===== src/rtl/seg7_scan_ctrl.sv =====
// -----------------------------------------------------------------------------
// seg7_scan_ctrl
//
// Multiplexed seven-segment display controller for common-anode digits.
// Digits are scanned one slot at a time. A slot lasts 2^DIGIT_LOG2 clock cycles.
// All display inputs are copied into shadow registers once per frame, on the
// last cycle of the frame. Because the outputs depend only on those shadows,
// a change to the inputs never tears a frame that is already being shown.
//
// Parameters
//   NUM_DIGITS  number of digits scanned (1..16)
//   DIGIT_LOG2  log2 of cycles per digit slot
//   BRIGHT_W    brightness field width (<= DIGIT_LOG2)
//   GUARD       cycles at the start of each slot with all anodes off
//
// Ports
//   clk           system clock
//   rst           asynchronous active-high reset
//   raw_mode_i    0: hex-decode nibbles, 1: raw segment bytes
//   hex_data_i    nibble k drives digit k (digit 0 = bits [3:0])
//   raw_seg_i     byte k = active-high {dp,g,f,e,d,c,b,a} for digit k
//   dp_i          per-digit decimal point (hex mode only)
//   digit_en_i    per-digit enable, 0 blanks the digit
//   brightness_i  PWM duty level, 0 = dimmest, all-ones = full
//   seg_o         registered active-low {dp,g,f,e,d,c,b,a}
//   an_o          registered active-low anode selects, at most one low
//   frame_tick_o  one-cycle pulse in the cycle after the shadows load
// -----------------------------------------------------------------------------
module seg7_scan_ctrl #(
  parameter int NUM_DIGITS = 8,
  parameter int DIGIT_LOG2 = 14,
  parameter int BRIGHT_W   = 4,
  parameter int GUARD      = 2
) (
  input  logic                    clk,
  input  logic                    rst,
  input  logic                    raw_mode_i,
  input  logic [4*NUM_DIGITS-1:0] hex_data_i,
  input  logic [8*NUM_DIGITS-1:0] raw_seg_i,
  input  logic [NUM_DIGITS-1:0]   dp_i,
  input  logic [NUM_DIGITS-1:0]   digit_en_i,
  input  logic [BRIGHT_W-1:0]     brightness_i,
  output logic [7:0]              seg_o,
  output logic [NUM_DIGITS-1:0]   an_o,
  output logic                    frame_tick_o
);

  localparam int IDX_W = (NUM_DIGITS > 1) ? $clog2(NUM_DIGITS) : 1;

  localparam logic [DIGIT_LOG2-1:0] TICK_LAST = {DIGIT_LOG2{1'b1}};
  localparam logic [DIGIT_LOG2-1:0] GUARD_T   = DIGIT_LOG2'(GUARD);
  localparam logic [IDX_W-1:0]      IDX_LAST  = IDX_W'(NUM_DIGITS - 1);

  // Hex nibble to active-low {g,f,e,d,c,b,a}
  function automatic logic [6:0] hex_to_seg7(input logic [3:0] nib);
    logic [6:0] seg;
    case (nib)
      4'h0:    seg = 7'h40;
      4'h1:    seg = 7'h79;
      4'h2:    seg = 7'h24;
      4'h3:    seg = 7'h30;
      4'h4:    seg = 7'h19;
      4'h5:    seg = 7'h12;
      4'h6:    seg = 7'h02;
      4'h7:    seg = 7'h78;
      4'h8:    seg = 7'h00;
      4'h9:    seg = 7'h10;
      4'hA:    seg = 7'h08;
      4'hB:    seg = 7'h03;
      4'hC:    seg = 7'h46;
      4'hD:    seg = 7'h21;
      4'hE:    seg = 7'h06;
      4'hF:    seg = 7'h0E;
      default: seg = 7'h7F;
    endcase
    return seg;
  endfunction

  // Scan state
  logic [DIGIT_LOG2-1:0]   r_tick;
  logic [IDX_W-1:0]        r_idx;

  // Frame shadows
  logic                    r_sh_mode;
  logic [4*NUM_DIGITS-1:0] r_sh_hex;
  logic [8*NUM_DIGITS-1:0] r_sh_raw;
  logic [NUM_DIGITS-1:0]   r_sh_dp;
  logic [NUM_DIGITS-1:0]   r_sh_en;
  logic [BRIGHT_W-1:0]     r_sh_bright;

  // Output registers
  logic [7:0]              r_seg;
  logic [NUM_DIGITS-1:0]   r_an;
  logic                    r_frame_tick;

  // Combinational next-output terms
  logic                    w_slot_end;
  logic                    w_load;
  logic [BRIGHT_W-1:0]     w_phase;
  logic [3:0]              w_nib;
  logic [7:0]              w_raw;
  logic                    w_dp;
  logic                    w_on;
  logic [7:0]              w_seg_val;
  logic [7:0]              w_seg;
  logic [NUM_DIGITS-1:0]   w_an;

  assign w_slot_end = (r_tick == TICK_LAST);
  // The last cycle of the last slot closes the frame, so the shadows load here.
  assign w_load     = w_slot_end && (r_idx == IDX_LAST);
  // The upper tick bits form a slow ramp across the slot. They are compared with the brightness level.
  assign w_phase    = r_tick[DIGIT_LOG2-1 -: BRIGHT_W];

  // Select the current digit's shadow fields and decide whether its anode is on
  always_comb begin
    w_nib = r_sh_hex[{r_idx, 2'b00} +: 4];
    w_raw = r_sh_raw[{r_idx, 3'b000} +: 8];
    w_dp  = r_sh_dp[r_idx];
    // The guard window keeps the old and new anodes from overlapping at a slot boundary.
    w_on  = r_sh_en[r_idx] && (r_tick >= GUARD_T) && (w_phase <= r_sh_bright);
  end

  // Build the segment pattern and the one-cold anode vector for the current slot
  always_comb begin
    w_seg_val = 8'hFF;
    w_seg     = 8'hFF;
    w_an      = {NUM_DIGITS{1'b1}};
    if (r_sh_mode) begin
      w_seg_val = ~w_raw;
    end else begin
      w_seg_val = {~w_dp, hex_to_seg7(w_nib)};
    end
    if (w_on) begin
      w_seg = w_seg_val;
    end else begin
      w_seg = 8'hFF;
    end
    for (int k = 0; k < NUM_DIGITS; k++) begin
      w_an[k] = ~(w_on && (r_idx == IDX_W'(k)));
    end
  end

  // Slot tick and digit index counters
  always_ff @(posedge clk or posedge rst) begin
    if (rst) begin
      r_tick <= {DIGIT_LOG2{1'b0}};
      r_idx  <= {IDX_W{1'b0}};
    end else begin
      r_tick <= r_tick + {{(DIGIT_LOG2-1){1'b0}}, 1'b1};
      if (w_slot_end) begin
        if (r_idx == IDX_LAST) begin
          r_idx <= {IDX_W{1'b0}};
        end else begin
          r_idx <= r_idx + {{(IDX_W-1){1'b0}}, 1'b1};
        end
      end else begin
        r_idx <= r_idx;
      end
    end
  end

  // Once-per-frame capture of all display inputs into the shadow registers
  always_ff @(posedge clk or posedge rst) begin
    if (rst) begin
      r_sh_mode   <= 1'b0;
      r_sh_hex    <= {(4*NUM_DIGITS){1'b0}};
      r_sh_raw    <= {(8*NUM_DIGITS){1'b0}};
      r_sh_dp     <= {NUM_DIGITS{1'b0}};
      r_sh_en     <= {NUM_DIGITS{1'b0}};
      r_sh_bright <= {BRIGHT_W{1'b0}};
    end else if (w_load) begin
      r_sh_mode   <= raw_mode_i;
      r_sh_hex    <= hex_data_i;
      r_sh_raw    <= raw_seg_i;
      r_sh_dp     <= dp_i;
      r_sh_en     <= digit_en_i;
      r_sh_bright <= brightness_i;
    end else begin
      r_sh_mode   <= r_sh_mode;
      r_sh_hex    <= r_sh_hex;
      r_sh_raw    <= r_sh_raw;
      r_sh_dp     <= r_sh_dp;
      r_sh_en     <= r_sh_en;
      r_sh_bright <= r_sh_bright;
    end
  end

  // Registered display outputs and frame pulse (one cycle behind the scan state)
  always_ff @(posedge clk or posedge rst) begin
    if (rst) begin
      r_seg        <= 8'hFF;
      r_an         <= {NUM_DIGITS{1'b1}};
      r_frame_tick <= 1'b0;
    end else begin
      r_seg        <= w_seg;
      r_an         <= w_an;
      r_frame_tick <= w_load;
    end
  end

  assign seg_o        = r_seg;
  assign an_o         = r_an;
  assign frame_tick_o = r_frame_tick;

endmodule


===== config.mk =====
export PLATFORM = sky130hd
export DESIGN_NAME = seg7_scan_ctrl
export DESIGN_NICKNAME = d
export VERILOG_FILES = /design/src/rtl/seg7_scan_ctrl.sv
export SDC_FILE = /design/constraint.sdc
export NUM_CORES = 1
export LEC_CHECK = 0
export ABC_AREA = 1
export ABC_CLOCK_PERIOD_IN_PS = 15000
export CORE_UTILIZATION = 59
export CTS_BUF_LIST = sky130_fd_sc_hd__clkbuf_4
export DETAILED_ROUTE_END_ITERATION = 10
export PLACE_DENSITY = 0.95
export SETUP_SLACK_MARGIN = 0.5
export SYNTH_ARGS = -nofsm -noshare
export SYNTH_HDL_FRONTEND = slang
export SYNTH_SLANG_ARGS = --single-unit

===== constraint.sdc =====
create_clock -name clk -period 15 [get_ports clk]
set_input_delay 3 -clock clk [delete_from_list [all_inputs] [get_ports clk]]
set_output_delay 3 -clock clk [all_outputs]
set_load 0.02 [all_outputs]

== Word-level counts from Yosys, hierarchy flattened ==
Memory sizes are Yosys's and may differ from the RTL's.
Index checks and enable logic that the tools add are counted.
Storage, ports and cells
  input port bits: 119
  output and inout port bits: 17
  flip-flop bits (word level): 151
  logic and storage cells: 56
  memory bits (read-only): 112
  memories: 1
Operators by class
  shift operators: 2
  bitwise operators: 10
  add/subtract/negate cells: 2
  $lt $le $gt $ge: 3
  reduce and logical (&&, ||, !) cells: 12
  muxes and demuxes: 7
  eq/ne operators: 8
Memories
  (name not given): words 16, width 7, rd ports 1, clocked after Yosys merged registers in 0, wr ports 0, line 57  | case (nib)
Operators with widths (count)
  $shiftx 64x7->8: 1
  $shiftx 32x6->4: 1
  $mux 8: 2
  $add 14x1->14 const B: 1
  $eq 14x14->1 const B: 1
  $ge 14x2->1 const B: 1
  $eq 3x3->1 const B: 4
  $logic_and 1x1->1: 11
  $not 1->1: 9
  $not 8->8: 1
  $bmux 1 s3: 2
  $eq 3x2->1 const B: 2
  $le 4x4->1: 1
  $lt 3x4->1 const B: 1
  $add 3x1->3 const B: 1
  $eq 3x1->1 const B: 1
  $logic_not 3->1: 1
  $mux 3: 1
  $mux 1: 2

== Longest topological paths before layout ==
Gate-level depths: netlist (run 1).
  depth after elaboration: 6
  gate-level depth with buffers: 15
  gate-level depth less buffers: 13

== Worst setup path after synthesis (run 1) ==
OpenSTA, ideal clock, no wires.
  kind: register to output
  start point: register r_an[0], in the netlist an_o[0]
  end point: output port an_o[0]
  setup slack: 11.446 ns
  buffers on the path: 0
  stages on the path, launching flop included: 1
  data required time: 12.000 ns
  arrival: 0.554 ns
  cell sequence: dfstp_2
RTL lines
  start, declared: line 93  | logic [NUM_DIGITS-1:0] r_an;
  start signal, assigned: line 192  | r_an <= {NUM_DIGITS{1'b1}};
  start signal, assigned: line 196  | r_an <= w_an;
  end, declared: line 44  | output logic [NUM_DIGITS-1:0] an_o,
No word-level cell between the ends.

== Worst setup path in the final report (run 1) ==
  start point: register r_seg[6], in the netlist seg_o[6]
  end point: output port seg_o[6]
RTL lines
  start, declared: line 92  | logic [7:0] r_seg;
  start signal, assigned: line 195  | r_seg <= w_seg;
  end, declared: line 43  | output logic [7:0] seg_o,
No word-level cell between the ends.

==> results by group, run 1 <==
STA
  • Setup TNS: 0 ns
  • Final Skew: 0.0202 ns
  • Period utilization: 31.5%
  • Slew Viols, Final: 0
  • Slew of the pin with the lowest slew margin: 1.14 ns
  • Final Hold Fails: 0
  • Max_slew headroom: 24.1%
  • Final min period: 4.73 ns
  • Fmax: 212 MHz
  • Setup-failing EPs final: 0
  • RSZ-0062 raised after global routing: false

Final layout
  • Fraction of layout cells with a size suffix above 1: 5.96%
  • Finished Cell Area: 9010 um2
  • Most frequent cells in the layout: nand2_1 (286), o21ai_0 (145), clkdlybuf4s50_1 (135)
  • Nets: 1,147
  • Area delta synth->final: 21.4%
  • Antenna cells: 0
  • Commonest non-fill, non-tap cell in the layout: nand2_1
  • Fin util: 74.4%

Placed design
  • Placer Congestion: 0.900
  • Port-buffer cells: 135
  • DP HPWL: 12.2 mm
  • DP Area: 8700 um2

CTS
  • Bufs on Longest Clock Path: 2
  • CTS tree: yes
  • Worst skew pair latency: 0.57 ns
  • Post-CTS setup buffers: 0
  • Worst-path clk slew: 0.13 ns
  • Hold_buf cts: 0
  • Post_cts resized: 0
  • H-tree depth: 4
  • CTS root buf: clkbuf_4
  • CTS Sinks: 151
  • TritonCTS Buffers: 17

Global routing
  • Largest net degree at the start of global routing: 131
  • Initial antenna violation count: 0
  • Vias in the first global route: 6,421
  • First-pass GRT wire length: 30.7 mm
  • GRT Util Overall: 30.7%
  • Grt ovf: 0

Synthesis
  • Synth async-reset ratio: 100%
  • Yosys cell types: 33
  • Number of synthesized flops with an enable pin: 0
  • Mapped Nets: 1,042
  • Ys flop type: dfrtp_1
  • Yosys reg bits: 151
  • Mapped Cells: 905
  • Synthesized area per cell: 8.20 um2
  • Synthesis Warnings: 0
  • Mapped cell area: 7420 um2
  • Sequential area share after synthesis: 51.2%

Drt
  • Drt via density: 5.57
  • Residual DRC: 0
  • Routed Wire Length: 18.7 mm
  • ANT nets after route: 0
  • Pre-Repair DR Iteration Count: 8
  • Via Count: 6,634
  • WL/cell: 15.7 um
  • Drt initial violations: 760

Critical path
  • FF-to-FF path depth: 10
  • Arr. time, crit path: 1.73 ns
  • WS Path Type: reg -> out
  • CP Capture Type: output pin
  • Critical Path RT: 12.00 ns
  • Highest-delay cell along the critical path: clkdlybuf4s50_1
  • Buf/Inv on CP: 1
  • CP delay by family, top: buffers and inverters
  • CP max FO: 1
  • Worst-path cell chain: clkdlybuf4s50_1
  • CP Launch Type: register
  • CP max stage delay: 0.61 ns
  • Stages on the worst setup path: 1

Pwr
  • Peak VDD IR: 0.0447 mV
  • Lkg Pwr: 3.76 nW
  • Overall power: 721 uW
  • Pwr/cell area: 80.0 nW/um2

Floorplanning
  • Chip Height: 114 um
  • Initial Util: 61.2%
  • Top-level port count: 136
  • Row cnt: 40
  • Placeable Area: 12,100 um2
  • Die ar.: 13,000 um2
  • Die X: 114 um

Min path
  • Hold Crit Depth: 1
  • HP Class: reg -> reg

Run status
  • Status: finished clean

Job
  • Max-capacitance violation count: 0
[power breakdown]
part / internal (mW) / total, mW / switching (mW) / leakage [nW]
clock: 0.135 / 0.274 / 0.139 / 0.167
combinational: 0.0268 / 0.0394 / 0.0126 / 2.17
sequential: 0.407 / 0.407 / 0 / 1.43
[metal layers]
metal / wire (um) / part of all wire, % / up-vias / global-route usage, %
met5: 0 / 0 / - / 0
met4: 483 / 2.6 / 0 / 11.3
met3: 1420 / 7.6 / 49 / 7.20
met2: 9170 / 49 / 307 / 49.8
met1: 7600 / 41 / 3139 / 40.5
li1: - / - / 3139 / -
[cell families after synthesis]
family / synth area share [%]
buf+inv: 8.22
xor+xnor: 1.30
flops: 51.2
fa+ha+maj: 3.04
compound gates: 14.3
simple gates: 21.9
[per-stage QoR]
stage                     cells  setup slack [ns]  hold slack, ns
after floorplan             905              7.96           0.441
after global placement     1159              9.89           0.463
after detailed placement   1159              9.88           0.471
after CTS                  1191             10.26           0.495
after global routing       1191             10.23           0.521
final                      1191             10.27           0.493
[cell usage after synthesis (2+ instances only)]
library cell,n,share of area [%]
a21oi_1,38,2.6
dfrtp_1,135,46
clkinv_1,2,0.10
nor4_1,2,0.17
o21ai_0,145,9.8
nor2_1,21,1.1
ha_1,18,3.0
and3_1,4,0.34
clkbuf_1,27,1.4
o21ai_1,11,0.74
buf_6,13,2.0
o211ai_1,11,1.1
buf_1,5,0.25
buf_2,7,0.47
nand4_1,3,0.25
nand2_1,286,14
nand3_1,61,4.1
xor2_1,11,1.3
inv_1,72,3.6
nor3_1,4,0.27
dfstp_2,16,5.7
buf_4,2,0.20
[final timing paths]
check	end	from	slack, ns
worst max-delay path	seg_o[6]	seg_o[6]$_DFF_PP1_	10.27
worst min-delay path	r_tick[0]$_DFF_PP0_	r_tick[0]$_DFF_PP0_	0.49
worst max register to register	r_sh_raw[6]$_DFFE_PP0P_	r_tick[1]$_DFF_PP0_	11.37
worst min register to register	r_tick[0]$_DFF_PP0_	r_tick[0]$_DFF_PP0_	0.49
max in group asynchronous	r_idx[0]$_DFFE_PP0N_	rst	10.60
min in group asynchronous	r_sh_hex[21]$_DFFE_PP0P_	rst	2.87
[cell type report]
class | instances | area [um2]
multi-input cells | 625 | 3010
flip-flops and latches | 151 | 3800
inverters | 74 | 283
repair buffers | 141 | 1400
clock buffers | 20 | 150
fillers | 882 | 3110
clock inverters | 12 | 158
well taps | 168 | 210
[flip-flops by register name, indices dropped and copies added, names as in the netlist]
signal,cells
r_idx,3
r_sh_en,8
an_o,8
r_sh_mode,1
r_sh_raw,64
r_sh_bright,4
frame_tick_o,1
r_tick,14
r_sh_hex,32
r_sh_dp,8
seg_o,8
No activity file was read; power rests on OpenSTA's default activity.
==> run 2, diff against run 1 <==
Settings changed: ABC_CLOCK_PERIOD_IN_PS 15000 to 4800, CORE_UTILIZATION 59 to 54, PLACE_DENSITY 0.95 to 0.93.
Clock period 15 ns to 4.8 ns, I/O delays scaled along.
==> run 2 against run 1 <==
  * Wire length rose by 1.9%
  * Clock skew is essentially flat
  * Final cell count grew 0.92%
  * Core utilization shrank 5.9 points
  * Die area is 9.1% higher
  * Non-clock buffer count up 3
  * Clock power grew to 3.5 times the previous value
  * Combinational power grew to 3.4 times the previous value
  * Highest routed layer unchanged
  * Global-route usage down 2.3 points
  * First-iteration DRC count is 7.8% higher
  * Hold slack lost 0.0030 ns
  * Sequential power increased to 3.1 times the previous value
  * Critical endpoint is now seg_o[2]$_DFF_PP1_
==> results by group, run 2 (synthesized netlist as in run 1, its figures left out) <==
Final layout
  • Most frequent cells in the layout: nand2_1 (286), o21ai_0 (145), clkdlybuf4s50_1 (135) (unchanged)
  • Most flops, register: r_sh_raw (unchanged)
  • Final Non-Filler Cells: 1,202 (was 1,191)
  • Commonest non-fill, non-tap cell in the layout: nand2_1 (unchanged)
  • Area delta synth->final: 22.8% (was 21.4%)
  • Largest register FFs: 64 (unchanged)
  • Fill cells: 1,019 (was 882)
  • Top Registers: r_sh_raw: 64 flops, r_sh_hex: 32 flops, r_tick: 14 flops (unchanged)
  • Fraction of layout cells with a size suffix above 1: 6.04% (was 5.96%)
  • Finished Cell Area: 9100 um2 (was 9010 um2)
  • Nets: 1,150 (was 1,147)
  • Antenna cells: 0 (unchanged)

Global routing
  • GRT Util Overall: 28.4% (was 30.7%)
  • First-pass GRT wire length: 31.5 mm (was 30.7 mm)
  • Grt ovf: 0 (unchanged)
  • Vias in the first global route: 6,759 (was 6,421)
  • Initial antenna violation count: 0 (unchanged)
  • Largest net degree at the start of global routing: 91 (was 131)

STA
  • Final Hold Fails: 0 (unchanged)
  • Hold_ws: 0.490 ns (was 0.493 ns)
  • Max_slew headroom: 26.8% (was 24.1%)
  • Slew Viols, Final: 0 (unchanged)
  • RSZ-0062 raised after global routing: false (unchanged)
  • Slew of the pin with the lowest slew margin: 1.10 ns (was 1.14 ns)
  • Setup TNS: 0 ns (unchanged)
  • Fmax: 295 MHz
  • Period utilization: 70.5%
  • Setup-failing EPs final: 0 (unchanged)
  • Final min period: 3.38 ns
  • Final Skew: 0.0202 ns (about the same)

Drt
  • Routed Wire Length: 19.0 mm (was 18.7 mm)
  • Drt via density: 5.55 (was 5.57)
  • Drt initial violations: 819 (was 760)
  • ANT nets after route: 0 (unchanged)
  • Via Count: 6,669 (was 6,634)
  • WL/cell: 15.8 um (was 15.7 um)
  • Pre-Repair DR Iteration Count: 5 (was 8)
  • Residual DRC: 0 (unchanged)

Pwr
  • Peak VDD IR: 0.246 mV (was 0.0447 mV)
  • Pwr/cell area: 260 nW/um2 (was 80.0 nW/um2)
  • Lkg Pwr: 3.80 nW (was 3.76 nW)

Floorplanning
  • Initial Util: 55.8% (was 61.2%)
  • Top-level port count: 136 (unchanged)
  • Placeable Area: 13,300 um2 (was 12,100 um2)
  • Die X: 119 um (was 114 um)
  • Row cnt: 42 (was 40)
  • Chip Height: 119 um (was 114 um)
  • Die ar.: 14,200 um2 (was 13,000 um2)

Job
  • Max-capacitance violation count: 0 (unchanged)

CTS
  • CTS root buf: clkbuf_4 (unchanged)
  • Worst skew pair latency: 0.57 ns (about the same)
  • Post-CTS setup buffers: 0 (unchanged)
  • Hold_buf cts: 0 (unchanged)
  • Post_cts resized: 0 (unchanged)
  • Bufs on Longest Clock Path: 2 (unchanged)
  • CTS Sinks: 151 (unchanged)
  • Worst-path clk slew: 0.12 ns (was 0.13 ns)
  • TritonCTS Buffers: 17 (unchanged)
  • H-tree depth: 4 (unchanged)
  • CTS tree: yes (unchanged)

Critical path
  • CP Launch Type: register (unchanged)
  • CP max FO: 28 (was 1)
  • Arr. time, crit path: 3.85 ns (was 1.73 ns)
  • WS Path Type: reg -> reg (was reg -> out)
  • Critical Path RT: 5.26 ns (was 12.00 ns)
  • CP Capture Type: register (was output pin)

Min path
  • HP Class: reg -> reg (unchanged)

Placed design
  • Placed Cells: 1,170 (was 1,159)
  • Placer Congestion: 0.944 (was 0.900)
  • DP Area: 8750 um2 (was 8700 um2)
  • DP HPWL: 12.8 mm (was 12.2 mm)
  • Port-buffer cells: 135 (unchanged)

Run status
  • Status: finished clean (unchanged)
-- run 2: cell types whose count changed in the layout (fill, tap and decap cells not counted) --
cell	change
buf_12	+2
buf_4	+1
bufinv_16	+2
clkbuf_4	-1
clkinv_1	+2
clkinv_2	-2
inv_6	-1
-- run 2: metrics by stage --
step | utilization (%) | power [mW] | worst slack (ns)
6_report | 68.5 | 2.36 | 1.42
5_1_grt | 68.5 | 2.43 | 1.20
4_1_cts | 68.5 | 2.37 | 1.51
3_5_place_dp | 65.8 | 1.43 | 1.57
3_3_place_gp | 65.8 | 1.43 | 1.66
2_1_floorplan | - | 1.32 | 1.95
-- run 2: where the power goes --
group | switching, mW | internal, mW
Sequential | 0 | 1.27
Clock | 0.441 | 0.518
Combinational | 0.0444 | 0.0871
-- run 2: worst max-delay path, cell delays in order, from the launching register on --
cell	delay, ns
dfrtp_1	1.09
inv_1	0.57
o211ai_1	0.27
nand2_1	0.11
o21ai_0	0.46
ha_1	0.26
inv_1	0.07
nand3_1	0.12
nand2_1	0.08
nand3_1	0.10
nand3_1	0.14
-- run 2: worst paths after layout --
kind	start	cells past startpoint	to	slack [ns]
max	r_idx[1]$_DFFE_PP0N_	10	seg_o[2]$_DFF_PP1_	1.42
min	r_tick[0]$_DFF_PP0_	1	r_tick[0]$_DFF_PP0_	0.49
max reg2reg	r_idx[1]$_DFFE_PP0N_	10	seg_o[2]$_DFF_PP1_	1.42
min reg2reg	r_tick[0]$_DFF_PP0_	1	r_tick[0]$_DFF_PP0_	0.49
max in group asynchronous	rst	3	an_o[0]$_DFF_PP1_	2.99
min in group asynchronous	rst	2	r_sh_hex[30]$_DFFE_PP0P_	0.96
-- run 2: metal layers --
metal  global-route usage [%]  routed length, um  vias to the layer above
li1                         -                  -                     3139
met2                     46.3               9240                      298
met3                     4.98               1260                       49
met1                     37.3               8000                     3183
met4                     12.6                551                        0
met5                        0                  0                        -
-- run 2: cell type report --
cell class,instances,area (um2),share of cell area [%]
multi-input cells,625,3010,33.0
clock inverters,13,208,2.28
clock buffers,19,143,1.57
flip-flops and latches,151,3800,41.7
inverters,74,282,3.09
well taps,176,220,2.42
repair buffers,144,1440,15.9
